[src/rtl/wb_pkg.sv]
// wb_pkg: shared types and constants for the writeback stage.
// Holds the FSM state enum, the PC register index and the load timeout.
package wb_pkg;

  typedef enum logic [1:0] {
    IDLE     = 2'd0,
    WAIT_MEM = 2'd1,
    WRITE    = 2'd2
  } wb_state_e;

  localparam logic [3:0] REG_PC      = 4'd15;
  localparam logic [3:0] MEM_TIMEOUT = 4'd15;

endpackage

[src/rtl/wb_scoreboard.sv]
// wb_scoreboard: tracks registers with an accepted, unretired write.
// Ports: clk, rst_n (sync, active-low), set_en/set_idx, clr_en/clr_idx,
// pending_mask (bit i = write to Ri outstanding).
module wb_scoreboard
  import wb_pkg::*;
(
  input  logic        clk,
  input  logic        rst_n,
  input  logic        set_en,
  input  logic [3:0]  set_idx,
  input  logic        clr_en,
  input  logic [3:0]  clr_idx,
  output logic [15:0] pending_mask
);

  logic [15:0] r_mask;
  logic [15:0] w_set;
  logic [15:0] w_clr;

  always_comb begin
    w_set = '0;
    w_clr = '0;
    if (set_en) w_set[set_idx] = 1'b1;
    if (clr_en) w_clr[clr_idx] = 1'b1;
  end

  // Set is OR-ed in after the clear, so a new entry wins on a collision.
  always_ff @(posedge clk) begin
    if (!rst_n) r_mask <= '0;
    else        r_mask <= (r_mask & ~w_clr) | w_set;
  end

  assign pending_mask = r_mask;

endmodule

[src/rtl/writeback_unit.sv]
// writeback_unit: memory->writeback stage; waits for load data with a
// timeout, drives the register-file write port and R15 redirects.
// Ports: clk, rst_n (sync, active-low); m_valid/m_ready handshake;
// RegWriteM, MemtoRegM, WA3M, ALUResultM, ReadDataM, mem_ack inputs;
// WE3/A3/WD3 RF write; PCSrcW/PCTargetW redirect; pending_mask; mem_err.
module writeback_unit
  import wb_pkg::*;
(
  input  logic        clk,
  input  logic        rst_n,
  input  logic        m_valid,
  output logic        m_ready,
  input  logic        RegWriteM,
  input  logic        MemtoRegM,
  input  logic [3:0]  WA3M,
  input  logic [31:0] ALUResultM,
  input  logic [31:0] ReadDataM,
  input  logic        mem_ack,
  output logic        WE3,
  output logic [3:0]  A3,
  output logic [31:0] WD3,
  output logic        PCSrcW,
  output logic [31:0] PCTargetW,
  output logic [15:0] pending_mask,
  output logic        mem_err
);

  wb_state_e   r_state;
  wb_state_e   w_next;

  // r_rw/r_wa3 describe the in-flight entry; r_a3/r_wd3 are the
  // RF port values, which only change on entry to WRITE.
  logic        r_rw;
  logic [3:0]  r_wa3;
  logic [3:0]  r_cnt;
  logic [3:0]  r_a3;
  logic [31:0] r_wd3;
  logic        r_err;

  logic        w_acc;
  logic        w_ack;
  logic        w_tmo;
  logic        w_wr;
  logic        w_clr_en;

  always_ff @(posedge clk) begin
    if (!rst_n) r_state <= IDLE;
    else        r_state <= w_next;
  end

  always_comb begin
    w_next  = r_state;
    m_ready = 1'b0;
    w_acc   = 1'b0;
    w_ack   = 1'b0;
    w_tmo   = 1'b0;
    w_wr    = 1'b0;
    unique case (r_state)
      IDLE, WRITE: begin
        m_ready = 1'b1;
        w_acc   = m_valid;
        w_wr    = (r_state == WRITE);
        if (m_valid) w_next = MemtoRegM ? WAIT_MEM : WRITE;
        else         w_next = IDLE;
      end
      WAIT_MEM: begin
        w_ack = mem_ack;
        // r_cnt holds completed waiting cycles; this is the last one.
        w_tmo = !mem_ack && (r_cnt == MEM_TIMEOUT - 4'd1);
        if (w_ack)      w_next = WRITE;
        else if (w_tmo) w_next = IDLE;
      end
      default: w_next = IDLE;
    endcase
  end

  always_ff @(posedge clk) begin
    if (!rst_n) begin
      r_rw  <= 1'b0;
      r_wa3 <= '0;
      r_cnt <= '0;
      r_a3  <= '0;
      r_wd3 <= '0;
      r_err <= 1'b0;
    end else begin
      if (w_acc) begin
        r_rw  <= RegWriteM;
        r_wa3 <= WA3M;
        r_cnt <= '0;
        if (!MemtoRegM) begin
          r_a3  <= WA3M;
          r_wd3 <= ALUResultM;
        end
      end else if (w_ack) begin
        r_a3  <= r_wa3;
        r_wd3 <= ReadDataM;
      end else if (w_tmo) begin
        r_cnt <= '0;
        r_err <= 1'b1;
      end else if (r_state == WAIT_MEM) begin
        r_cnt <= r_cnt + 4'd1;
      end
    end
  end

  assign w_clr_en  = r_rw && (w_wr || w_tmo);

  assign WE3       = w_wr && r_rw && (r_a3 != REG_PC);
  assign PCSrcW    = w_wr && r_rw && (r_a3 == REG_PC);
  assign A3        = r_a3;
  assign WD3       = r_wd3;
  assign PCTargetW = r_wd3;
  assign mem_err   = r_err;

  wb_scoreboard u_sb (
    .clk          (clk),
    .rst_n        (rst_n),
    .set_en       (w_acc && RegWriteM),
    .set_idx      (WA3M),
    .clr_en       (w_clr_en),
    .clr_idx      (r_wa3),
    .pending_mask (pending_mask)
  );

endmodule

[config.mk]
export PLATFORM = sky130hd
export DESIGN_NAME = writeback_unit
export DESIGN_NICKNAME = d
export VERILOG_FILES = /design/src/rtl/wb_pkg.sv /design/src/rtl/wb_scoreboard.sv /design/src/rtl/writeback_unit.sv
export SDC_FILE = /design/constraint.sdc
export NUM_CORES = 1
export LEC_CHECK = 0
export BUFFER_PORTS_ARGS = -buffer_cell sky130_fd_sc_hd__buf_4
export CAP_MARGIN = 20
export CORE_AREA = 2 2 80 139
export CTS_BUF_LIST = sky130_fd_sc_hd__clkbuf_8
export DETAILED_ROUTE_END_ITERATION = 6
export DIE_AREA = 0 0 82 141
export MAX_ROUTING_LAYER = met4
export RECOVER_POWER = 50
export SETUP_SLACK_MARGIN = 0.4
export SLEW_MARGIN = 5
export SYNTH_ARGS = -nofsm -noshare
export SYNTH_HDL_FRONTEND = slang
export SYNTH_HIERARCHICAL = 1
export SYNTH_SLANG_ARGS = --single-unit
export TNS_END_PERCENT = 100
[constraint.sdc]
create_clock -name clk -period 2.3 [get_ports clk]
set_clock_uncertainty 0.2 [all_clocks]
set_input_delay 0.115 -clock clk [delete_from_list [all_inputs] [get_ports clk]]
set_output_delay 0.115 -clock clk [all_outputs]
set_load 0.01 [all_outputs]
==> run metrics <==
CP cell instances or3b_4, nor2_4, a21bo_2, or3b_4, o311ai_4, o21ai_2; post-synth top area cell dfxtp_1; reg2reg path depth 6; Yosys top cell area share 42.21%; r2r setup slk 0.27 ns; Pwr Total 2.817 mW; hpwl dp 7.345 mm; unrepaired setup endpoints after global routing true; total I/O pin count 162; Slew Limit Headroom 71.32%; DIE AREA 0.01156 mm²; hold path start mem_ack; Critical Path AT 2.05 ns; initial antenna violation count 0; Die H 141 µm; Final period util 88.21%; outcome finished clean; global-route wire length before repair 16.82 mm; gr ovfl total 0; YS warnings 6; nets 634; Hold Crit Depth 5; Max VDD drop 0.3138 mV; crit start category flip-flop; Cell variety after synth 37; dpl ws 0.1452 ns; Skew-Pair Late Insertion Delay 0.34 ns; dpl cells 598; Req. time, crit path 2.32 ns; synth top area cells dfxtp_1 (42%), a311oi_1 (9.2%), nand2_1 (8.7%); port buffer count 161; Fin Setup TNS 0 ns; H-tree Lvls 3; Slew @ Worst Pin 0.4296 ns; Clock Sinks 64; sequential-to-total area share from yosys stat 42.21%; Final Instance Count excl. Fillers 693; WL final 11.07 mm; most common cell after layout, fill and taps aside buf_4; share of layout cells above drive strength 1 22.74%; Final Hold Fails 0; Die X 82 µm; CTS clock-pin slew for the worst setup and hold paths 0.07 ns; CP max-delay cell or3b_4; CTS root buffer clkbuf_8; Avg WL per Cell 15.97 µm; Worst setup EP type flip-flop; vias post-DR 3472; Slew Viols, Final 0; n_diodes 0; most frequent cells in the layout buf_4 (99), clkbuf_1 (76), dlygate4sd3_1 (73), nand2_1 (70), dfxtp_1 (62); Max Cap Violations 0; minimum clock period 2.029 ns; Global Route Usage Sum 19.38%; Bufs and invs on worst path 0; r2r endpoint u_sb/pending_mask[0]$_SDFF_PN0_; CP max FO 4; register bit total from synthesis 64; fillcell total 1110; Mapped Cells 355; clk buf depth 2; launch point of the worst path r_state[0]$_SDFFE_PN0P_; CTS Buf Count 9; max incr delay on CP 0.42 ns; largest net degree at the start of global routing 37; leakage 1.920 nW; Crit path max-delay family simple AND/OR/NAND/NOR gates; Worst path most repeated cell or3b_4; initial core utilization 28.88%; reg2reg start r_state[0]$_SDFFE_PN0P_; vias in the first global route 3433; Hold Crit Class in -> reg; kind of critical path reg -> reg; detail-routed via count per cell 5.010; Setup WS post-layout 0.2712 ns; end of the worst hold path r_cnt[0]$_SDFFE_PP0P_; setup violators final 0; PwrDens 581.8 mW/mm²; Area Growth Syn to Fin 59.48%; first-pass iteration count of the detailed router 4; Netlist Area Pre-Place 0.003035 mm²; syn nets 431; Rows 50; CTS tree built; DRC viols 0; Max Freq 0.4929 GHz; Final GP Congestion 0.8807; drt first-iter violations 110; core area 0.01051 mm²; syn_area_per_cell 8.550 µm²; post-route ant nets 0
## state kept, by name, indices dropped and copies added, names as in the netlist
register and count:
PCTargetW 32, u_sb/pending_mask 16, A3 4, r_cnt 4, r_wa3 4, r_state 2
mem_err 1, r_rw 1
## cells by family after synthesis
kind of cell | share of synthesized area, %
xor gates and xnor gates | 0.2886
adders and majority gates | 0.8243
DFF | 42.21
AOI/OAI and AO/OA | 19.91
muxes | 1.319
and+or+nand+nor | 22.47
buffers and inverters | 12.98
## per-stage QoR
stage          hold WS, ns  area, µm²  utilization (%)
6_report            0.1252       4841            46.06
5_1_grt             0.1361       4841            46.06
3_3_place_gp        0.1959       4121            39.21
4_1_cts             0.1063       5092            48.45
2_1_floorplan      0.03248       3044                -
3_5_place_dp        0.2037       4121            39.21
## cell type report
cell class	count	area [µm²]	area share (%)
clock inverter	5	47.55	0.9822
sequential	64	1286	26.57
inverter	5	22.52	0.4652
multi-input combinational	228	1389	28.69
tap	130	162.7	3.360
clock buffer	11	151.4	3.127
timing repair buffer	250	1782	36.81
## timing repair
item | in CTS | in global routing
hold endpoints to repair | 55 | 0
resized for setup | 4 | 12
buffers inserted | 4 | 2
endpoints found under the setup margin | 11 | 17
pin swaps | 3 | 6
hold buffers | 73 | 0
## metal layers
layer  vias to the layer above  track usage (%)  part of all wire [%]
met3                        20            3.201                   5.8
met4                         0            8.158                   2.8
met5                         -                -                     0
met1                      1647            19.73                    38
li1                       1656                -                     -
met2                       149            35.30                    53
## worst max-delay path by stage
stage | end | slack (ns) | cells after the start
global placement | u_sb/pending_mask[0]$_SDFF_PN0_ | 0.18 | 6
finish | u_sb/pending_mask[0]$_SDFF_PN0_ | 0.27 | 6
global route | u_sb/pending_mask[0]$_SDFF_PN0_ | 0.21 | 6
floorplan | u_sb/pending_mask[0]$_SDFF_PN0_ | 0.20 | 7
CTS | u_sb/pending_mask[0]$_SDFF_PN0_ | 0.27 | 6
detailed placement | u_sb/pending_mask[0]$_SDFF_PN0_ | 0.15 | 6
## worst register-to-register path: stages, from the launching register on
cell	delay (ns)
dfxtp_4	0.34
or3b_4	0.39
nor2_4	0.12
a21bo_2	0.15
or3b_4	0.42
o311ai_4	0.23
o21ai_2	0.08
## where the power goes
part           internal (mW)  switching (mW)  total (mW)  leakage, nW
Combinational          0.312           0.313       0.625         1.28
Clock                  0.548           0.408       0.957        0.112
Sequential              1.18          0.0590        1.23        0.525
## cell usage after synthesis
cell type / n
nand2_1: 70
dfxtp_1: 64
nor3_1: 36
buf_4: 34
a311oi_1: 32
o21ai_0: 17
clkbuf_1: 15
o211ai_1: 13
nor2_1: 7
buf_2: 6
nand3_1: 6
nand3b_1: 6
a211oi_1: 4
a21oi_1: 4
inv_1: 4
mux2i_1: 4
nand2b_1: 4
or3b_1: 4
buf_6: 3
o311ai_0: 3
ha_1: 2
or3_1: 2
a211oi_2: 1
a21bo_2: 1
and2b_1: 1
and3_1: 1
and3b_1: 1
clkinv_1: 1
nand4_1: 1
nor2b_1: 1
nor3b_2: 1
o21a_1: 1
o21ai_2: 1
o311ai_4: 1
or2_1: 1
or3b_4: 1
xnor2_1: 1
Power figures use the tool's default switching activity.
